**config.mk**
```make
export PLATFORM = sky130hd
export DESIGN_NAME = pir_conditioner
export DESIGN_NICKNAME = d
export VERILOG_FILES = /design/src/rtl/pir_conditioner.sv
export SDC_FILE = /design/constraint.sdc
export NUM_CORES = 1
export LEC_CHECK = 0
export CAP_MARGIN = 20
export CORE_ASPECT_RATIO = 0.6
export CORE_MARGIN = 10
export CORE_UTILIZATION = 57
export DETAILED_ROUTE_END_ITERATION = 7
export GPL_TIMING_DRIVEN = 0
export PLACE_DENSITY = 0.75
export SYNTH_ARGS = -nofsm -noshare
export SYNTH_HDL_FRONTEND = slang
export SYNTH_SLANG_ARGS = --single-unit
```
**constraint.sdc**
```tcl
create_clock -name clk -period 2.8 [get_ports clk]
set_input_delay 0.56 -clock clk [delete_from_list [all_inputs] [get_ports clk]]
set_output_delay 0.56 -clock clk [all_outputs]
set_load 0.005 [all_outputs]
```
**src/rtl/pir_conditioner.sv**
```systemverilog
`default_nettype none
//==============================================================================
// Module   : pir_conditioner
// Desc     : Three-zone PIR conditioner: 2-flop sync, debounce, per-zone holdoff
//            and single-cycle motion events. Define PIR_VOTE_EN for 2-zone voting.
// Revision : 1.0 - initial release
//==============================================================================
module pir_conditioner #(
    parameter int DEBOUNCE_CYCLES = 2,
    parameter int HOLDOFF_CYCLES  = 16,
    parameter int VOTE_WINDOW     = 8
) (
    input  logic       clk,
    input  logic       rst_n,
    input  logic       pir_sensor_1,
    input  logic       pir_sensor_2,
    input  logic       pir_sensor_3,
    input  logic       stop_alarm,
    output logic       motion_event,
    output logic [2:0] zone_mask,
    output logic [2:0] zone_active
);

    typedef enum logic [1:0] {
        ST_IDLE    = 2'd0,
        ST_COUNT   = 2'd1,
        ST_ACTIVE  = 2'd2,
        ST_HOLDOFF = 2'd3
    } zone_state_e;

    localparam logic [7:0]  c_DEB_LIMIT = DEBOUNCE_CYCLES[7:0];
    localparam logic [15:0] c_HOLD_LOAD = HOLDOFF_CYCLES[15:0];

    if (DEBOUNCE_CYCLES < 1 || DEBOUNCE_CYCLES > 255 || HOLDOFF_CYCLES < 1 ||
        HOLDOFF_CYCLES > 65535 || VOTE_WINDOW < 1) begin : g_param_check
        $error("pir_conditioner: parameter out of legal range");
    end

    logic [2:0] pir_w;
    logic [2:0] meta_q;
    logic [2:0] sync_q;
    logic [2:0] active_w;
    logic       fire_w;
    logic       motion_event_q;
    logic [2:0] zone_mask_q;

    assign pir_w = {pir_sensor_3, pir_sensor_2, pir_sensor_1};

    // Disarm also flushes the synchronizers so qualification restarts from the raw pin.
    always_ff @(posedge clk) begin
        if (!rst_n || stop_alarm) begin
            meta_q <= '0;
            sync_q <= '0;
        end else begin
            meta_q <= pir_w;
            sync_q <= meta_q;
        end
    end

`ifdef PIR_VOTE_EN
    logic [2:0] fresh_w;
`endif

    for (genvar g = 0; g < 3; g++) begin : g_zone
        zone_state_e state_q, state_d;
        logic [7:0]  deb_q, deb_d;
        logic [15:0] hold_q, hold_d;
        logic        act_q;
        logic        consume_w;

        assign consume_w = fire_w & active_w[g];

        always_comb begin
            state_d = state_q;
            deb_d   = deb_q;
            hold_d  = hold_q;
            if (stop_alarm) begin
                state_d = ST_IDLE;
                deb_d   = '0;
                hold_d  = '0;
            end else begin
                case (state_q)
                    ST_IDLE: begin
                        if (sync_q[g]) begin
                            state_d = ST_COUNT;
                            deb_d   = 8'd1;
                        end
                    end
                    ST_COUNT: begin
                        if (!sync_q[g]) begin
                            state_d = ST_IDLE;
                            deb_d   = '0;
                        end else if (deb_q >= c_DEB_LIMIT) begin
                            state_d = ST_ACTIVE;
                            deb_d   = '0;
                        end else begin
                            deb_d = deb_q + 8'd1;
                        end
                    end
                    ST_ACTIVE: begin
                        if (consume_w) begin
                            state_d = ST_HOLDOFF;
                            hold_d  = c_HOLD_LOAD;
                        end else if (!sync_q[g]) begin
                            state_d = ST_IDLE;
                        end
                    end
                    ST_HOLDOFF: begin
                        if (hold_q <= 16'd1) begin
                            state_d = ST_IDLE;
                            hold_d  = '0;
                        end else begin
                            hold_d = hold_q - 16'd1;
                        end
                    end
                    default: state_d = ST_IDLE;
                endcase
            end
        end

        always_ff @(posedge clk) begin
            if (!rst_n) begin
                state_q <= ST_IDLE;
                deb_q   <= '0;
                hold_q  <= '0;
                act_q   <= 1'b0;
            end else begin
                state_q <= state_d;
                deb_q   <= deb_d;
                hold_q  <= hold_d;
                act_q   <= (state_d == ST_ACTIVE);
            end
        end

        assign active_w[g]    = (state_q == ST_ACTIVE);
        assign zone_active[g] = act_q;

`ifdef PIR_VOTE_EN
        // Marks the first cycle a zone sits in ACTIVE: a vote needs a new arrival.
        logic fresh_q;
        always_ff @(posedge clk) begin
            if (!rst_n) begin
                fresh_q <= 1'b0;
            end else begin
                fresh_q <= (state_d == ST_ACTIVE) && (state_q != ST_ACTIVE);
            end
        end
        assign fresh_w[g] = fresh_q;
`endif
    end

`ifdef PIR_VOTE_EN
    localparam logic [15:0] c_WIN_LOAD = VOTE_WINDOW[15:0];

    logic [15:0] win_q, win_d;
    logic        two_active_w;
    logic        two_fresh_w;

    assign two_active_w = (active_w[0] & active_w[1]) | (active_w[0] & active_w[2]) |
                          (active_w[1] & active_w[2]);
    assign two_fresh_w  = (fresh_w[0] & fresh_w[1]) | (fresh_w[0] & fresh_w[2]) |
                          (fresh_w[1] & fresh_w[2]);
    assign fire_w = !stop_alarm && (|fresh_w) && two_active_w &&
                    ((win_q != 16'd0) || two_fresh_w);

    always_comb begin
        win_d = win_q;
        if (stop_alarm || fire_w) begin
            win_d = '0;
        end else if ((|fresh_w) && (win_q == 16'd0)) begin
            win_d = c_WIN_LOAD;
        end else if (win_q != 16'd0) begin
            win_d = win_q - 16'd1;
        end
    end

    always_ff @(posedge clk) begin
        if (!rst_n) begin
            win_q <= '0;
        end else begin
            win_q <= win_d;
        end
    end
`else
    assign fire_w = !stop_alarm && (|active_w);
`endif

    always_ff @(posedge clk) begin
        if (!rst_n) begin
            motion_event_q <= 1'b0;
            zone_mask_q    <= '0;
        end else begin
            motion_event_q <= fire_w;
            if (fire_w) begin
                zone_mask_q <= active_w;
            end
        end
    end

    assign motion_event = motion_event_q;
    assign zone_mask    = zone_mask_q;

endmodule
`default_nettype wire

```
==> summary.txt, run 1 <==
Yosys
  • Mapped Area: about 4300 um^2
  • Synth Area in Adders: 3.491%
  • Warning count from the yosys run: 0
  • Seq/Total Area, Yosys: 42.36%
  • EDFF count, synth: 0
  • Complex-gate fraction of the synthesized area: between 10% and 20%
  • Avg Inst Size Synth: 8.302 um^2
  • Post-Synthesis Cells: 518
  • Post-Synth Simple-Gate Area: 26.80%
  • Syn_nets: 536
  • Async SR Flop Fraction: 0%
  • Main synth FF type: dfxtp_1
  • Synthesized flop and latch total: just over 90
  • Library cells used by synthesis: 57
  • Largest family of logic cells by synthesized area: simple AND/OR/NAND/NOR gates
  • Mux contribution to synthesized area: 0%
  • Synth Area in XOR/XNOR: 6.721%

Clock network
  • Number of gates resized after CTS: 0
  • Hold Buf Count CTS: 0
  • Root Buffer: clkbuf_16
  • Worst-path clk slew: 0.06 ns
  • Deepest clock path buffer count: 2
  • H-tree Lvls: 3
  • Cts bufs inserted: 9
  • Clock tree sinks: 91
  • Post-CTS Setup Inserts: 0
  • CTS tree: yes
  • Worst skew pair latency: 0.34 ns

Flow run
  • Max-cap violations: 0

Global route
  • Total track usage: 17.16%
  • Global-route wire length before repair: 16,460 um
  • Pin count of the biggest net entering global routing: 15
  • Initial antenna violation count: 0
  • Number of global-route vias before repair: 3,438
  • Global route overflow: 0

Cells and area
  • Most common cell after layout, fill and taps aside: dfxtp_1
  • Syn-to-layout area delta: 13.50%
  • Final core occ: roughly two thirds
  • Layout cell share with drive strength beyond 1: 7.875%
  • Commonest cells after routing, fill and taps aside: dfxtp_1, nor2_1, nand2_1
  • Diodes inserted: 0
  • Nets: 559

Route
  • Via-to-Cell Ratio: between 5 and 6
  • Via Count: 3,734
  • WL final: 9578 um
  • Final antenna-violating net count: 0
  • Routed length per instance: 14.74 um
  • Drt first pass iters: 5
  • DRC Markers: 0
  • Detailed router's first-iteration violation count: 363

Power and ir drop
  • Sw Ratio: 19.84%
  • Clk pwr share: 49.0%
  • P per Cell Area: around 550 nW/um^2
  • Internal: 0.002144 W
  • Leakage: around 1.8 nW
  • Sw power: 0.0005308 W
  • Max VDD drop: 0.3788 mV
  • Combinational power share: 2.4%
  • Flop pwr share: about half

Run status
  • Status: complete, no violations

Critical path
  • CP Class: in2reg
  • Cell Chain, Critical Path: clkdlybuf4s50_1 -> clkbuf_1 -> nand2b_1 -> clkbuf_1 -> clkbuf_2 -> nor2_1
  • Reg2reg path depth: 6
  • Most frequent CP cell: clkbuf_1
  • Peak fanout along the critical path: 10
  • Crit path DAT: 2.78 ns
  • Critical Path RT: around 3 ns
  • CP Depth: 6
  • CP max stage delay: 0.54 ns
  • Crit end category: register
  • Max stage delay cell, worst path: clkdlybuf4s50_1
  • CP top delay family: buffers and inverters
  • CP Buf/Inv Count: 4
  • Startpoint types: input port

Placed design
  • Port Buffer Count: 12
  • Placer's final routability congestion estimate: 0.9164
  • Hpwl dp: 6941 um

Timing
  • Final setup TNS: 0 ns
  • Final Max Tran Viols: 0
  • Period Utilization, post-route: 91.30%
  • Layout Skew: about 0.0042 ns
  • Final Hold Fails: 0
  • Worst-Margin Slew: 0.8016 ns
  • Max-Slew Margin vs Limit: about 46%
  • RSZ-0062 raised after global routing: no
  • Final setup viols: 0
  • Fin crit period: 2.556 ns
  • Fmax: 0.3912 GHz

Worst hold path
  • Worst Hold Depth: 1
  • Min-delay worst type: reg2reg

Floorplan
  • Die ar.: 11,530 um^2
  • Die W: 132.1 um
  • I/O pin total: 13
  • Initial Util: ~59%
  • Core Rows: 24
  • Die Ht: a little under 90 um
  • Core area: approximately 7300 um^2
registers in the layout (all words and copies together) (netlist names):
signal          flops
g_zone.act_q        3
g_zone.deb_q       24
g_zone.hold_q      48
g_zone.state_q      6
meta_q              3
motion_event        1
sync_q              3
zone_mask           3
synthesized netlist by cell type, types with 10 or more instances:
library cell,count,area [um^2]
a31oi_1,19,118.9
a21oi_1,22,110.1
and2_1,11,68.82
nand2_1,57,214.0
xnor2_1,23,201.4
clkbuf_1,14,52.55
xor2_1,10,87.58
nor3_1,21,105.1
nor4_1,15,93.84
ha_1,12,150.1
nor2_1,78,292.8
dfxtp_1,91,1822
inv_1,16,60.06
o21ai_0,22,110.1
layout make-up:
class | instances | area (um^2)
plain buffers | 20 | 107.6
clock buffers | 11 | 252.7
clock inverters | 5 | 75.07
fillers | 615 | 2416
inverters | 16 | 60.06
multi-input cells | 391 | 2313
flip-flops and latches | 91 | 1822
well taps | 104 | 130.1
repair buffers | 12 | 120.1
per-layer routing:
layer	GRT usage [%]	share of wire [%]	up-vias
li1	-	-	1874
met1	23.38	50	1749
met4	4.824	0.87	0
met3	4.435	5.6	7
met2	26.24	43	104
met5	0	0	-
power by group through the flow:
stage | Clock [W] | Combinational (W) | Sequential (W)
after detailed placement | 0 | 0.0000629 | 0.00133
after CTS | 0.00133 | 0.0000632 | 0.00130
after floorplan | 0 | 0.0000376 | 0.00133
final | 0.00131 | 0.0000635 | 0.00130
after global routing | 0.00139 | 0.0000703 | 0.00130
after global placement | 0 | 0.0000609 | 0.00133
cells by family (layout without fill, tap and decap cells):
kind of cell             after synthesis  count (layout)
flip-flops                            91              91
XOR/XNOR                              33              33
AO/OA/AOI/OAI                        110             110
buffers and inverters                 36              64
adder cells (fa/ha/maj)               12              12
AND/OR/NAND/NOR                      236             236
final timing paths:
kind                                          start                  end  slack, ns
worst max-delay path                     stop_alarm  g_zone[1].hold_q[8]       0.24
worst min-delay path                      meta_q[0]            sync_q[0]       0.44
worst max register to register  g_zone[0].hold_q[9]  g_zone[0].hold_q[8]       0.41
worst min register to register            meta_q[0]            sync_q[0]       0.44
stage by stage:
stage	worst slack, ns	cell area (um^2)	total power (W)	hold WS [ns]	std cells
floorplan	0.7986	4300	0.001367	0.4057	518
finish	0.2437	4881	0.002675	0.4356	650
global route	0.1350	4881	0.002758	0.4635	650
detailed placement	-0.3433	4551	0.001393	0.4170	634
CTS	0.01323	4878	0.002696	0.4382	650
global placement	-0.2193	4551	0.001391	0.4098	634
(Power assumes the default switching activity.)
==> run 2: changes to the inputs <==
--- a/config.mk
+++ b/config.mk
@@ -12,6 +12,8 @@
 export DETAILED_ROUTE_END_ITERATION = 7
 export GPL_TIMING_DRIVEN = 0
 export PLACE_DENSITY = 0.75
+export REMOVE_ABC_BUFFERS = 1
+export SLEW_MARGIN = 40
 export SYNTH_ARGS = -nofsm -noshare
 export SYNTH_HDL_FRONTEND = slang
 export SYNTH_SLANG_ARGS = --single-unit
==> summary.txt, run 2 (same netlist as run 1, synthesis figures left out) <==
Clock network
  • CTS tree: yes
  • Root Buffer: clkbuf_16
  • Number of gates resized after CTS: 0
  • Deepest clock path buffer count: 2
  • Post-CTS Setup Inserts: 0
  • Clock tree sinks: 91
  • Cts bufs inserted: 9
  • Worst-path clk slew: 0.06 ns
  • H-tree Lvls: 3
  • Worst skew pair latency: 0.34 ns
  • Hold Buf Count CTS: 0

Critical path
  • CP Class: in2reg
  • Max stage delay cell, worst path: clkdlybuf4s50_1
  • Startpoint types: input port
  • CP max stage delay: 0.77 ns
  • Critical Path RT: 3.04 ns
  • Reg2reg path depth: 5
  • Crit end category: register
  • Crit path DAT: roughly 2.7 ns
  • Cell Chain, Critical Path: clkdlybuf4s50_1 -> nand2b_2 -> nor2_1 -> o21ai_1 -> o22ai_1 -> a21o_1
  • Peak fanout along the critical path: 32

Flow run
  • Max-cap violations: 0

Route
  • Wl on met1: around 4700 um
  • Met3 Wirelength: about 450 um
  • Drt first pass iters: 5
  • DRC Markers: 0
  • Via-to-Cell Ratio: 5.754
  • Routed length per instance: approximately 15 um
  • Met2 routed WL: 3896 um
  • WL final: between 9000 and 10,000 um
  • Detailed router's first-iteration violation count: 270
  • Via Count: approximately 3,600
  • Final antenna-violating net count: 0
  • Top Metal Used: met4

Worst hold path
  • Min-delay worst type: reg2reg
  • Worst Hold Depth: 1

Placed design
  • Placer's final routability congestion estimate: 0.8560
  • Hpwl dp: 6306 um
  • Placed instance area: 4471 um^2
  • Port Buffer Count: 12

Cells and area
  • Diodes inserted: 0
  • Max reg flops: 48
  • Largest registers: g_zone.hold_q (48), g_zone.deb_q (24), g_zone.state_q (6)
  • Final-layout fill cell count: 622
  • Most common cell after layout, fill and taps aside: dfxtp_1
  • Area of the multi-input gates: approximately 2300 um^2
  • Largest register by flop count: g_zone.hold_q
  • Syn-to-layout area delta: 11.61%
  • Layout cell share with drive strength beyond 1: 7.021%
  • Commonest cells after routing, fill and taps aside: dfxtp_1, nor2_1, nand2_1
  • Register area: 1822 um^2
  • Nets: 540
  • Final Cell Area: 4800 um^2

Power and ir drop
  • Combinational power share: roughly 2.2%
  • Sw power: 0.0005295 W
  • Leakage: around 1.8 nW
  • Internal: 0.002148 W
  • Flop pwr share: 48.6%
  • Sw Ratio: 19.77%
  • Overall power: 0.002678 W
  • Clk pwr share: 49.1%
  • Max VDD drop: 0.4387 mV
  • P per Cell Area: 558.0 nW/um^2

Timing
  • Max-Slew Margin vs Limit: 47.52%
  • Final setup viols: 0
  • Final Hold Fails: 0
  • RSZ-0062 raised after global routing: no
  • Fmax: 0.4060 GHz
  • Worst-Margin Slew: 0.7855 ns
  • Hold Slack: roughly 0.43 ns
  • Final setup TNS: 0 ns
  • Fin crit period: 2.463 ns
  • Period Utilization, post-route: 87.97%
  • Final Max Tran Viols: 0
  • Layout Skew: approximately 0.0052 ns

Global route
  • Number of global-route vias before repair: 3,369
  • Pin count of the biggest net entering global routing: 33
  • Total track usage: 16.58%
  • Global-route wire length before repair: 16,070 um
  • Global route overflow: 0
  • Initial antenna violation count: 0

Floorplan
  • Core area: 7297 um^2
  • Core Rows: 24
  • Die W: 132.1 um
  • Die Ht: 87.28 um
  • Die ar.: roughly 12,000 um^2
  • Initial Util: 58.93%
  • I/O pin total: 13

Run status
  • Status: complete, no violations
==> run 2: cell types whose count changed in the layout (fill, tap and decap cells not counted), moves of 2 or more <==
| cell | change |
|---|---|
| buf_4 | -4 |
| clkinv_2 | -2 |
| clkbuf_1 | -11 |
| buf_6 | -2 |
| clkbuf_2 | -2 |
==> run 2: stage by stage <==
stage	setup WS [ns]	std cells	util (%)
global route	0.1883	631	65.77
CTS	0.3428	631	65.77
floorplan	0.7804	498	-
detailed placement	0.003763	615	61.27
global placement	-0.8016	614	60.92
finish	0.3367	631	65.77
==> run 2: power groups by stage <==
stage / registers, W / clock network, W / logic (W)
2_1_floorplan: 0.00133 / 0 / 0.0000332
4_1_cts: 0.00130 / 0.00134 / 0.0000603
3_5_place_dp: 0.00133 / 0 / 0.0000596
6_report: 0.00130 / 0.00132 / 0.0000600
5_1_grt: 0.00130 / 0.00139 / 0.0000667
3_3_place_gp: 0.00133 / 0 / 0.0000543
==> run 2: layer usage <==
layer  GRT usage, %  vias up
met2          25.06       78
met3          4.954       11
li1               -     1838
met4          5.327        0
met5              0        -
met1          22.20     1704
==> run 2: area by class of cell <==
class,instances,area share (%)
multi-input combinational,391,48.41
clock buffer,12,5.344
tap,104,2.711
clock inverter,4,1.512
inverter,16,1.251
timing repair buffer,13,2.815
sequential,91,37.96
==> run 2: worst paths after layout <==
check | start | end | slack [ns]
worst max-delay path | stop_alarm | g_zone[1].hold_q[9] | 0.34
worst min-delay path | meta_q[2] | sync_q[2] | 0.43
worst max register to register | g_zone[0].hold_q[9] | g_zone[0].hold_q[6] | 0.45
worst min register to register | meta_q[2] | sync_q[2] | 0.43
==> run 2: worst max-delay path: cells and delay by family <==
family	cells	cell delay (ns)
AOI/OAI and AO/OA	3	0.58
buffers and inverters	1	0.77
and+or+nand+nor	2	0.77
